==> src/rtl/regfile_sb.sv <==
// Register bank: two bypassed read ports, one raw debug read port, one write port, and a
// per-register pending scoreboard that issue sets and writeback clears.
module regfile_sb #(
    parameter int DATA_W    = 32,
    parameter int NUM_REGS  = 32,
    parameter int ADDR_W    = $clog2(NUM_REGS),
    parameter bit ZERO_REG0 = 1'b1,
    parameter bit WR_BYPASS = 1'b1
) (
    input  logic              clk,
    input  logic              rst_n,
    input  logic [ADDR_W-1:0] rs1_addr,
    input  logic [ADDR_W-1:0] rs2_addr,
    output logic [DATA_W-1:0] rs1_data,
    output logic [DATA_W-1:0] rs2_data,
    output logic              rs1_busy,
    output logic              rs2_busy,
    input  logic              iss_en,
    input  logic [ADDR_W-1:0] iss_addr,
    input  logic              wr_en,
    input  logic [ADDR_W-1:0] wr_addr,
    input  logic [DATA_W-1:0] wr_data,
    input  logic              flush,
    input  logic [ADDR_W-1:0] dbg_addr,
    output logic [DATA_W-1:0] dbg_data,
    output logic [ADDR_W:0]   pend_cnt
);
    localparam int CNT_W = ADDR_W + 1;

    logic [DATA_W-1:0]   regs_q [NUM_REGS];
    logic [NUM_REGS-1:0] pend_q, pend_d;
    logic [CNT_W-1:0]    pend_cnt_q, pend_cnt_d;

    logic wr_ok, iss_ok, set_new, clr_old;

    // Issue after clear: a same-cycle issue to the written register keeps it pending.
    always_comb begin
        wr_ok      = wr_en && !(ZERO_REG0 && (wr_addr == '0));
        iss_ok     = iss_en && !flush && !(ZERO_REG0 && (iss_addr == '0));
        set_new    = iss_ok && !pend_q[iss_addr];
        clr_old    = wr_ok && pend_q[wr_addr] && !(iss_ok && (iss_addr == wr_addr));
        pend_d     = pend_q;
        pend_cnt_d = pend_cnt_q;
        if (flush) begin
            pend_d     = '0;
            pend_cnt_d = '0;
        end else begin
            if (wr_ok)  pend_d[wr_addr]  = 1'b0;
            if (iss_ok) pend_d[iss_addr] = 1'b1;
            pend_cnt_d = pend_cnt_q + CNT_W'(set_new) - CNT_W'(clr_old);
        end
    end

    always_ff @(posedge clk or negedge rst_n) begin
        if (!rst_n) begin
            for (int i = 0; i < NUM_REGS; i++) regs_q[i] <= '0;
        end else if (wr_ok) begin
            regs_q[wr_addr] <= wr_data;
        end
    end

    always_ff @(posedge clk or negedge rst_n) begin
        if (!rst_n) begin
            pend_q     <= '0;
            pend_cnt_q <= '0;
        end else begin
            pend_q     <= pend_d;
            pend_cnt_q <= pend_cnt_d;
        end
    end

    logic [ADDR_W-1:0] rd_addr [2];
    logic [DATA_W-1:0] rd_data [2];
    logic              rd_busy [2];

    assign rd_addr[0] = rs1_addr;
    assign rd_addr[1] = rs2_addr;

    always_comb begin
        for (int p = 0; p < 2; p++) begin
            rd_data[p] = regs_q[rd_addr[p]];
            rd_busy[p] = pend_q[rd_addr[p]];
            if (WR_BYPASS && wr_ok && (wr_addr == rd_addr[p])) begin
                rd_data[p] = wr_data;
                rd_busy[p] = iss_ok && (iss_addr == rd_addr[p]);
            end
            if (ZERO_REG0 && (rd_addr[p] == '0)) begin
                rd_data[p] = '0;
                rd_busy[p] = 1'b0;
            end
        end
    end

    assign rs1_data = rd_data[0];
    assign rs2_data = rd_data[1];
    assign rs1_busy = rd_busy[0];
    assign rs2_busy = rd_busy[1];
    assign dbg_data = (ZERO_REG0 && (dbg_addr == '0)) ? '0 : regs_q[dbg_addr];
    assign pend_cnt = pend_cnt_q;

endmodule
==> config.mk <==
export PLATFORM = sky130hd
export DESIGN_NAME = regfile_sb
export DESIGN_NICKNAME = d
export VERILOG_FILES = /design/src/rtl/regfile_sb.sv
export SDC_FILE = /design/constraint.sdc
export NUM_CORES = 2
export LEC_CHECK = 0
export BUFFER_PORTS_ARGS = -buffer_cell sky130_fd_sc_hd__buf_2
export CORE_ASPECT_RATIO = 1.1
export CORE_UTILIZATION = 45
export CTS_BUF_LIST = sky130_fd_sc_hd__clkbuf_16
export CTS_CLUSTER_SIZE = 16
export DETAILED_ROUTE_END_ITERATION = 12
export SLEW_MARGIN = 20
export SYNTH_ARGS = -nofsm -noshare
export SYNTH_HDL_FRONTEND = slang
export SYNTH_SLANG_ARGS = --single-unit
==> constraint.sdc <==
create_clock -name clk -period 3.6 [get_ports clk]
set_input_delay 0.72 -clock clk [delete_from_list [all_inputs] [get_ports clk]]
set_output_delay 0.72 -clock clk [all_outputs]
set_load 0.01 [all_outputs]
==> qor.yml <==
run_status:
  status: "complete, but fails checks"
  violations: "negative setup slack"
grt:
  track_usage_pct: 36.4
  grt_max_degree: 102
  grt_antenna_before_repair: 19
  grt_pass1_wl_mm: 387
  gr-total-overflow: 0
  grt_pass1_vias: 50117
layout:
  final_common_cell: "mux2_2"
  regArea_um2: 26600
  final_util_pct: 53.9
  multi_input_area_um2: 38000
  nNetsFinal: 5187
  drive_gt1_share_pct: 55.6
  fill_cells: 12207
  final_cell_mix: "1082 x mux2_2, 1062 x dfrtp_1, 708 x mux4_2"
  layout-area-overhead-vs-synth_pct: 18.5
timing:
  tightest_slew_ns: 0.949
  fin_ws_ns: -0.0454
  relSlewSlack_pct: 36.4
  setup_viol: 5
  max_freq_mhz: 274
  rsz0062_at_grt: "true"
  final.setup_skew_ns: 0.0218
  fin_crit_sh_pct: 101
  finalHoldViolCount: 0
  slew_viol_final: 0
  timing.final.crit_period_ns: 3.65
detailed_routing:
  postRouteAntennaNets: 0
  wl_per_cell_um: 38.2
  dr_total_vias: 50857
  via_per_inst: 7.11
  drt_wl_total_mm: 274
  drc: 0
  drt-pass1-iter-count: 6
  drt_iter0_drc: 6304
critical_path:
  end_kind: "output pin"
  cp_max_fo: 17
  worstPathArrival_ns: 2.93
  critPathKind: "in -> out"
  cp-startpoint: "rs2_addr[2]"
  crit_end: "rs2_data[29]"
  r2r-end: "pend_cnt[4]$_DFF_PN0_"
  r2r_start: "pend_q[11]$_DFF_PN0_"
  regToRegSetupSlack_ns: 0.32
  required_ns: 2.88
  r2r_cells: 13
  start_kind: "primary input"
die:
  initial_utilization_pct: 45.5
  dieArea_um2: 150000
  row_count: 147
  core-area_um2: 146000
  io_pins: 166
  die_w_um: 369
  die_h_um: 406
placed_design:
  portBuffers: 165
  place_congestion: 0.950
  dp_hpwl_mm: 180
  dp_slack_ns: -0.455
clock_tree:
  clk_pin_slew_worst_paths_ns: 0.06
  insertion_delay_ns: 0.74
  cts_tree: "built"
  htree_levels: 3
  cts_buffers: 114
  clk_path_buf_depth: 3
  clock_sinks: 1062
  clock-root-buffer: "clkbuf_16"
synthesis:
  synth_area_um2: 66600
  syn-num-nets: 4827
  synthArstFlopShare_pct: 100
  synth.distinct_cells: 72
  yosysWarningCount: 0
  syn_inst: 4758
  synth_seq_area_share_pct: 39.9
  synth_ff_type: "dfrtp_1"
  synth_edf_count: 0
  synth-seq-cells: 1062
  synth_area_per_cell_um2: 14.0
power:
  p_switching_uw: 12100
  clkPwrFrac_pct: 30.2
  power_leakage_uw: 0.0338
  pwr-share-seq_pct: 42.2
  internal-power_uw: 26700
  irDropWorstVdd_mv: 0.400
  netSwitchingFraction_pct: 31.1
  pwr-share-comb_pct: 27.6
  p_per_area_nw_per_um2: 491
job:
  maxCapViolations: 0
hold_path:
  hp-class: "in -> reg"
==> cell usage after synthesis, drive strengths merged (15+ instances only) <==
cell	instances	share of area, %
nand3	15	0.11
buf	292	2.7
nor3	47	0.38
nor2	122	0.69
xnor2	16	0.21
a22oi	52	0.59
o22ai	105	0.99
nor2b	28	0.26
a221o	29	0.44
a221oi	67	0.89
nor4	33	0.42
nand2b	18	0.17
clkbuf	263	1.5
a21oi	64	0.48
mux2	1087	18
nand2	132	0.74
o21ai	125	0.94
a211oi	35	0.39
mux4	708	24
mux2i	233	3.5
inv	45	0.25
dfrtp	1062	40
a211o	18	0.24
==> through the flow <==
step | instances | cell area (um2) | setup TNS [ns] | power, uW | hold WS (ns)
after floorplan | 4758 | 66700 | 0 | 22800 | 0.424
after global placement | 6889 | 74000 | -7.37 | 26400 | 0.395
after detailed placement | 6890 | 74000 | -6.40 | 26700 | 0.402
after CTS | 7106 | 78000 | -0.0491 | 38500 | 0.315
after global routing | 7143 | 78900 | -0.145 | 40100 | 0.372
final | 7157 | 79000 | -0.0892 | 38800 | 0.378
==> worst min path at each step <==
stage | start | end | slack [ns] | depth (start not counted)
final | wr_data[4] | regs_q[420]$_DFFE_PN0P_ | 0.38 | 2
after global routing | wr_data[4] | regs_q[580]$_DFFE_PN0P_ | 0.37 | 2
after CTS | wr_data[4] | regs_q[420]$_DFFE_PN0P_ | 0.31 | 2
after detailed placement | regs_q[1015]$_DFFE_PN0P_ | regs_q[1015]$_DFFE_PN0P_ | 0.40 | 0
after global placement | regs_q[1015]$_DFFE_PN0P_ | regs_q[1015]$_DFFE_PN0P_ | 0.40 | 0
after floorplan | rst_n | pend_cnt[0]$_DFF_PN0_ | 0.42 | 0
==> metal layers <==
layer | vias up | share of wire [%] | routed length [um] | global-route usage [%]
li1 | 19541 | - | - | -
met2 | 3468 | 45 | 122000 | 54.5
met4 | 10 | 7.1 | 19400 | 22.4
met3 | 887 | 11 | 30700 | 9.61
met5 | - | 0.027 | 74 | 0
met1 | 26951 | 37 | 102000 | 47.3
==> timing repair <==
action,in CTS,in global routing
resized for setup,56,94
gates cloned,4,6
endpoints found under the hold margin,31,0
endpoints found under the setup margin,58,50
pin swaps,8,21
hold buffers,1,0
buffers inserted,9,32
==> layout make-up <==
cell class	instances	share of cell area, %
timing repair buffer	799	10.4
inverter	47	0.223
multi-input combinational	3094	48.1
tap	1937	3.07
clock inverter	87	0.803
clock buffer	117	3.71
sequential	1062	33.7
antenna	14	0.0444
==> logic make-up after synthesis <==
kind of cell             Yosys count  share of synthesized area, %
multiplexers                    2028                          45.8
buffers and inverters            602                          4.40
AND/OR/NAND/NOR                  453                          3.44
AO/OA/AOI/OAI                    577                          5.95
XOR/XNOR                          29                         0.381
adder cells (fa/ha/maj)            7                         0.143
flip-flops                      1062                          39.9
==> power by group through the flow <==
stage | logic, uW | clock network (uW) | registers [uW]
final | 10700 | 11700 | 16400
after global routing | 11200 | 12300 | 16600
after CTS | 10400 | 11800 | 16200
after detailed placement | 10300 | 0 | 16400
after global placement | 10100 | 0 | 16300
after floorplan | 7120 | 0 | 15700
==> critical path: stages <==
cell,delay (ns)
buf_8,0.19
buf_6,0.21
buf_12,0.20
nor2b_4,0.27
buf_6,0.22
a22oi_1,0.09
and3_1,0.19
a211o_1,0.31
o21a_1,0.30
buf_2,0.19
==> state kept, by name, indices dropped and copies added (netlist names) <==
signal and cells:
regs_q 1024, pend_cnt 6, pend_q 32
Power figures use the tool's default switching activity.
